File: config.mk
export PLATFORM = sky130hd
export DESIGN_NAME = uart_rx_frame_check
export DESIGN_NICKNAME = d
export VERILOG_FILES = /design/src/rtl/uart_rx_frame_check.sv
export SDC_FILE = /design/constraint.sdc
export NUM_CORES = 1
export LEC_CHECK = 0
export BUFFER_PORTS_ARGS = -buffer_cell sky130_fd_sc_hd__clkbuf_2
export CORE_ASPECT_RATIO = 1.4
export CORE_MARGIN = 5
export CORE_UTILIZATION = 35
export CTS_CLUSTER_SIZE = 30
export DETAILED_ROUTE_END_ITERATION = 6
export SYNTH_ARGS = -nofsm -noshare
export SYNTH_HDL_FRONTEND = slang
export SYNTH_SLANG_ARGS = --single-unit
File: constraint.sdc
create_clock -name i_clk -period 2 [get_ports i_clk]
set_input_delay 0.3 -clock i_clk [delete_from_list [all_inputs] [get_ports i_clk]]
set_output_delay 0.3 -clock i_clk [all_outputs]
set_load 0.02 [all_outputs]
File: src/rtl/uart_rx_frame_check.sv
`default_nettype none
// uart_rx_frame_check: oversampled UART receiver with configurable length/parity/stop
// and parity, framing and break detection.
module uart_rx_frame_check #(
    parameter int DATA_W = 9,
    parameter int OS     = 16
) (
    input  logic                           i_clk,
    input  logic                           i_rst_n,
    input  logic                           i_baud,
    input  logic                           i_rx_in,
    input  logic [$clog2(DATA_W+1)-1:0]    i_data_len,
    input  logic [2:0]                     i_parity_sel,
    input  logic                           i_stop2,
    output logic [DATA_W-1:0]              o_data,
    output logic                           o_valid,
    output logic                           o_parity_err,
    output logic                           o_frame_err,
    output logic                           o_break,
    output logic                           o_busy
);

    localparam int LW = $clog2(DATA_W + 1);
    localparam int TW = $clog2(OS);
    localparam logic [TW-1:0] TICK_LAST = TW'(OS - 1);
    localparam logic [TW-1:0] TICK_MID  = TW'(OS / 2 - 1);

    typedef enum logic [2:0] {
        IDLE   = 3'd0,
        START  = 3'd1,
        DATA   = 3'd2,
        PARITY = 3'd3,
        STOP1  = 3'd4,
        STOP2  = 3'd5
    } state_t;

    state_t              state_q;
    logic [TW-1:0]       tick_q;
    logic [LW-1:0]       bit_q;
    logic [LW-1:0]       len_q;
    logic [2:0]          psel_q;
    logic                stop2_q;
    logic [DATA_W-1:0]   shreg_q;
    logic                par_q;
    logic                perr_q;
    logic                ferr_q;
    logic                ones_q;
    logic                armed_q;

    logic [LW-1:0]       w_len;
    logic                w_par_exp;
    logic                w_sample;
    logic                w_end;

    always_comb begin
        w_len = i_data_len;
        if (i_data_len < LW'(5) || i_data_len > LW'(DATA_W))
            w_len = LW'(DATA_W);
    end

    assign w_par_exp = psel_q[1] ? psel_q[0] : (par_q ^ psel_q[0]);
    assign w_sample  = i_baud && (tick_q == TICK_LAST);
    assign w_end     = w_sample && ((state_q == STOP1 && !stop2_q) || state_q == STOP2);

    always_ff @(posedge i_clk or negedge i_rst_n) begin
        if (!i_rst_n) begin
            state_q      <= IDLE;
            tick_q       <= '0;
            bit_q        <= '0;
            len_q        <= '0;
            psel_q       <= '0;
            stop2_q      <= 1'b0;
            shreg_q      <= '0;
            par_q        <= 1'b0;
            perr_q       <= 1'b0;
            ferr_q       <= 1'b0;
            ones_q       <= 1'b0;
            armed_q      <= 1'b0;
            o_data       <= '0;
            o_valid      <= 1'b0;
            o_parity_err <= 1'b0;
            o_frame_err  <= 1'b0;
            o_break      <= 1'b0;
            o_busy       <= 1'b0;
        end else begin
            o_valid <= 1'b0;
            if (i_baud) begin
                if (i_rx_in)
                    armed_q <= 1'b1;
                tick_q <= tick_q + 1'b1;
                case (state_q)
                    IDLE: begin
                        tick_q <= '0;
                        if (!i_rx_in && armed_q) begin
                            state_q <= START;
                            o_busy  <= 1'b1;
                            shreg_q <= '0;
                            par_q   <= 1'b0;
                            perr_q  <= 1'b0;
                            ferr_q  <= 1'b0;
                            ones_q  <= 1'b0;
                            len_q   <= w_len;
                            psel_q  <= i_parity_sel;
                            stop2_q <= i_stop2;
                        end
                    end
                    START: begin
                        if (tick_q == TICK_MID) begin
                            tick_q <= '0;
                            bit_q  <= '0;
                            if (i_rx_in) begin
                                state_q <= IDLE;
                                o_busy  <= 1'b0;
                            end else begin
                                state_q <= DATA;
                            end
                        end
                    end
                    DATA: begin
                        if (w_sample) begin
                            tick_q         <= '0;
                            shreg_q[bit_q] <= i_rx_in;
                            par_q          <= par_q ^ i_rx_in;
                            ones_q         <= ones_q | i_rx_in;
                            bit_q          <= bit_q + 1'b1;
                            if (bit_q == len_q - 1'b1)
                                state_q <= psel_q[2] ? PARITY : STOP1;
                        end
                    end
                    PARITY: begin
                        if (w_sample) begin
                            tick_q  <= '0;
                            perr_q  <= (i_rx_in != w_par_exp);
                            ones_q  <= ones_q | i_rx_in;
                            state_q <= STOP1;
                        end
                    end
                    STOP1: begin
                        if (w_sample && stop2_q) begin
                            tick_q  <= '0;
                            ferr_q  <= ferr_q | ~i_rx_in;
                            ones_q  <= ones_q | i_rx_in;
                            state_q <= STOP2;
                        end
                    end
                    default: ;
                endcase

                // Last stop sample: publish results; a low line must go high before re-arming.
                if (w_end) begin
                    tick_q       <= '0;
                    state_q      <= IDLE;
                    o_busy       <= 1'b0;
                    o_valid      <= 1'b1;
                    o_data       <= shreg_q;
                    o_parity_err <= perr_q;
                    o_frame_err  <= ferr_q | ~i_rx_in;
                    o_break      <= ~(ones_q | i_rx_in);
                    armed_q      <= i_rx_in;
                end
            end
        end
    end

endmodule
`default_nettype wire
## Yosys cells after proc, flatten, opt, wreduce, memory -nomap -nowiden

Index checks and enable logic that the tools add are counted.

- Register bits after elaboration: 47
- Latch bits: 0
- Memory bits (writable): 0
- Bits in read-only memories: 0
- Bits of input ports: 12
- Output and inout bits: 14
- Word-level logic and storage cells: 128
- Memories kept: 0

- $add $sub $neg: 3
- $mul: 0
- Div/mod/pow operators: 0
- Magnitude comparators: 4
- Equality and inequality tests: 22
- Shift operators: 0
- Multiplexer cells: 45
- Bitwise operators: 6
- Reductions and logical operators: 30

Operators with widths:

| kind | count |
|---|---|
| $mux 4 | 7 |
| $mux 3 | 8 |
| $mux 9 | 2 |
| $ne 3x3->1 const B | 6 |
| $pmux 9 s2 | 1 |
| $mux 1 | 16 |
| $pmux 4 s4 | 1 |
| $reduce_and 4->1 | 4 |
| $pmux 3 s5 | 1 |
| $reduce_and 5->1 | 2 |
| $reduce_bool 2->1 | 5 |
| $bwmux 9 | 1 |
| $add 4x1->4 const B | 2 |
| $ne 2x2->1 const B | 4 |
| $pmux 1 s2 | 4 |
| $pmux 4 s2 | 1 |
| $reduce_and 8->1 | 1 |
| $eq 3x2->1 const B | 2 |
| $eq 3x3->1 const B | 2 |
| $logic_and 1x1->1 | 6 |
| $reduce_bool 3->1 | 2 |
| $reduce_bool 6->1 | 1 |
| $lt 4x5->1 const B | 1 |
| $demux 1 s4 | 1 |
| 22 further kinds | 29 |

## Logic depth before layout (Yosys ltp)

- Depth in word-level cells: 7
- Mapped depth: 7
- Gate-level depth less buffers: 6

## Least setup slack after synthesis

Ideal clock, no wire load.

- Kind: reg-to-reg
- Start: register tick_q[0]
- End: register shreg_q[4]
- Setup time: 0.121 ns
- Arrival time: 1.536 ns
- Data required time: 1.879 ns
- Path slack: 0.343 ns
- Stages on the path, launching flop included: 6
- Buffers on the path: 0
- Clock period less this slack: 1.657 ns
- Cells stage by stage: dfrtp_1 ha_1 and4_4 o221a_2 and3_1 a22o_1

- Cells in the longest elaborated chain, start to end: 4

RTL lines:

| item | line | text |
|---|---|---|
| start, declared | 38 | `logic [TW-1:0] tick_q;` |
| start signal, assigned | 90 | `tick_q <= tick_q + 1'b1;` |
| $eq 4x4->1 | 62 | `assign w_sample = i_baud && (tick_q == TICK_LAST);` |
| $logic_and 1x1->1 | 62 |  |
| $ne 2x2->1 (no line) | -- |  |
| $reduce_and 4->1 (no line) | -- |  |
| end signal, assigned by index | 122 | `shreg_q[bit_q] <= i_rx_in;` |
| end, declared | 43 | `logic [DATA_W-1:0] shreg_q;` |

No other way between the ends.
A chain may end at the register's enable or synchronous reset.

## Worst setup path after layout

- Start: register tick_q[0]
- End: register shreg_q[5]

The elaborated chain is that of the path after synthesis.

==> reports/qor.yml <==
worst_setup_path:
  critPathBufInv: 0
  worst_ep_required_time_ns: 2.18
  cpPeakStageDelay_ns: 0.41
  critPathTopFamily: "compound AO/OA/AOI/OAI gates"
  worstSetupStartpointType: "flip-flop"
  crit_arrival_ns: 2.04
  endpoint_kind: "flip-flop"
  path_cells: "ha_1, and4_4, o221a_2, and3_1, a22o_1"
  crit_fanout: 12
  critPathKind: "flip-flop to flip-flop"
  cpMaxStageDelayCell: "dfrtp_1"
synthesis:
  ys_seq_area_frac: 0.4825
  synth_top_area_cell: "dfrtp_1"
  synth.top_cells.by_count: "dfrtp_1, nand2_1, inv_1, o21ai_1, nor2_1"
  synth-seq-cells: 47
  yosys_most_used_dff: "dfrtp_1"
  yosysMostFrequentCell: "dfrtp_1"
  netlist_area_mm2: 0.002437
  ys_async_sr_fraction: 1.000
  yosysWarningCount: 0
  syn_inst: 244
  synth-edff-count: 0
  ys_types: 50
  syn_nets: 262
  synth.area.top_cells: "dfrtp_1, nand2_1, ha_1"
  synth_top_area_share: 0.4825
  avgSynthCellArea_um2: 9.989
clock_network:
  cts_buffer_depth: 2
  cts_tree: "yes"
  post_cts_buffers: 0
  insertion_delay_ns: 0.29
  root_buffer: "clkbuf_8"
  cts_inserted_buffers: 5
  cts.sinks: 47
  post_cts_resized: 0
  htree_levels: 2
  path_clk_slew_ns: 0.08
final_layout:
  seq_area_mm2: 0.001176
  syn_to_final_growth_pct: 13.55
  antenna_cells: 0
  fin_util: 0.4016
  drive_gt1_frac: 0.1822
  nets: 287
  stdcell_count: 364
  multi_input_area_mm2: 0.001136
  fill_cells: 711
die:
  core_mm2: 0.006892
  die_w_um: 80.53
  die_height_um: 108.7
  die-area_mm2: 0.008756
  num_io_pins: 26
  row_count: 36
  start_util: 0.3537
global_routing:
  grt_overflow_total: 0
  grt_max_degree: 28
  grt_pass1_vias: 1780
  antenna_found_initial: 0
  grt_pass1_wl_um: 8569
  grt_use_total: 0.1238
timing:
  skew_ns: 0.004674
  slew_viol_final: 0
  rsz0062_at_grt: "no"
  fin_crit_sh: 0.9262
  tns_ns: 0
  hold_violations: 0
  whs_ns: 0.1909
  min_period_ns: 1.852
  fmax_ghz: 0.5399
  slew_headroom: 0.6277
  worst_pin_slew_ns: 0.5585
  setup_viol: 0
place:
  dp.cells: 356
  gp_congestion: 0.7648
  hpwlAfterDp_um: 3793
  place.port_buffers: 25
power_and_ir_drop:
  irDropWorstVdd_mv: 0.3587
  p_per_area_mw_per_mm2: 1045
  power.leakage_uw: 0.001303
min_path:
  hold_path_class: "input port to flip-flop"
route:
  routed_wl_um: 4925
  dr.pass1.iters: 4
  wl_per_cell_um: 13.53
  antenna_left: 0
  first_iter_violations: 89
  drt-vias-per-instance: 4.923
  remaining_drc_errors: 0
  vias: 1792
run_status:
  status: "completed"
flow_run:
  cap_violations: 0
-- where the power goes --
part | total, µW | internal [µW] | switching, µW
sequential | 1340 | 1150 | 193
combinational | 892 | 382 | 510
clock | 663 | 366 | 296
total | 2890 | 1890 | 999
-- logic make-up after synthesis --
group / Yosys count / share of synthesized area
adders and majority gates: 6 / 0.03080
muxes: 11 / 0.05030
buffers and inverters: 27 / 0.05133
and+or+nand+nor: 82 / 0.1792
AOI/OAI and AO/OA: 60 / 0.1663
DFF: 47 / 0.4825
xor gates and xnor gates: 11 / 0.03953
-- final cells by class --
type,instances,share of cell area
Tap cell,95,0.04295
Timing Repair Buffer,30,0.06420
Clock buffer,6,0.02622
Sequential cell,47,0.4250
Multi-Input combinational cell,170,0.4105
Clock inverter,1,0.01085
Inverter,15,0.02034
-- what timing repair did --
| item | in CTS | in global routing |
|---|---|---|
| hold endpoints to repair | 18 | 0 |
| hold buffers | 1 | 0 |
| setup endpoints to repair | 0 | 0 |
-- sequential cells by signal (all words and copies together) (netlist names) --
register,cells
psel_q,3
o_parity_err,1
o_valid,1
o_frame_err,1
o_busy,1
bit_q,4
ferr_q,1
shreg_q,9
state_q,3
par_q,1
o_break,1
len_q,4
ones_q,1
armed_q,1
perr_q,1
tick_q,4
stop2_q,1
o_data,9
-- cells in the final DEF (no fill, tap or decap), drive strengths merged, types with 2 or more instances in the layout --
cell type,n
clkbuf,31
nand2b,5
o31ai,3
nor2,12
dfrtp,47
nor3,3
nand4,2
nand3,9
a211oi,2
xnor2,4
o211ai,2
a22o,8
and3,5
o22ai,2
o21ai,23
a21oi,9
inv,15
ha,6
xor2,7
buf,4
and2,7
nand3b,4
nor2b,6
nand2,24
mux2,10
-- through the flow --
stage	worst slack (ns)	total power, µW	area (µm²)
2_1_floorplan	0.3426	2023	2437
3_3_place_gp	0.2025	2234	2655
3_5_place_dp	0.1604	2260	2655
4_1_cts	0.1401	2937	2768
5_1_grt	0.04143	3137	2768
6_report	0.1477	2893	2768
-- worst reg2reg max path, cell delays in order, from the launching register on --
cell and delay [ns]:
dfrtp_1 0.41, ha_1 0.27, and4_4 0.22, o221a_2 0.37, and3_1 0.24, a22o_1 0.24
-- final timing paths --
| check | startpoint | endpoint | slack [ns] | depth (start not counted) |
|---|---|---|---|---|
| min in group asynchronous | i_rst_n | len_q[1] | 0.52 | 2 |
| worst min register to register | ones_q | o_break | 0.49 | 1 |
| worst max-delay path | tick_q[0] | shreg_q[5] | 0.15 | 5 |
| worst max register to register | tick_q[0] | shreg_q[5] | 0.15 | 5 |
| worst min-delay path | i_parity_sel[1] | psel_q[1] | 0.19 | 3 |
| max in group asynchronous | i_rst_n | perr_q | 0.95 | 3 |
-- layer usage --
layer  routed length (µm)  vias up  track usage
met4                   86        0      0.03986
met1                 2027      864       0.1433
met3                  152        7      0.02231
li1                     -      899            -
met5                    0        -            0
met2                 2659       22       0.2275
(Power assumes the default switching activity.)
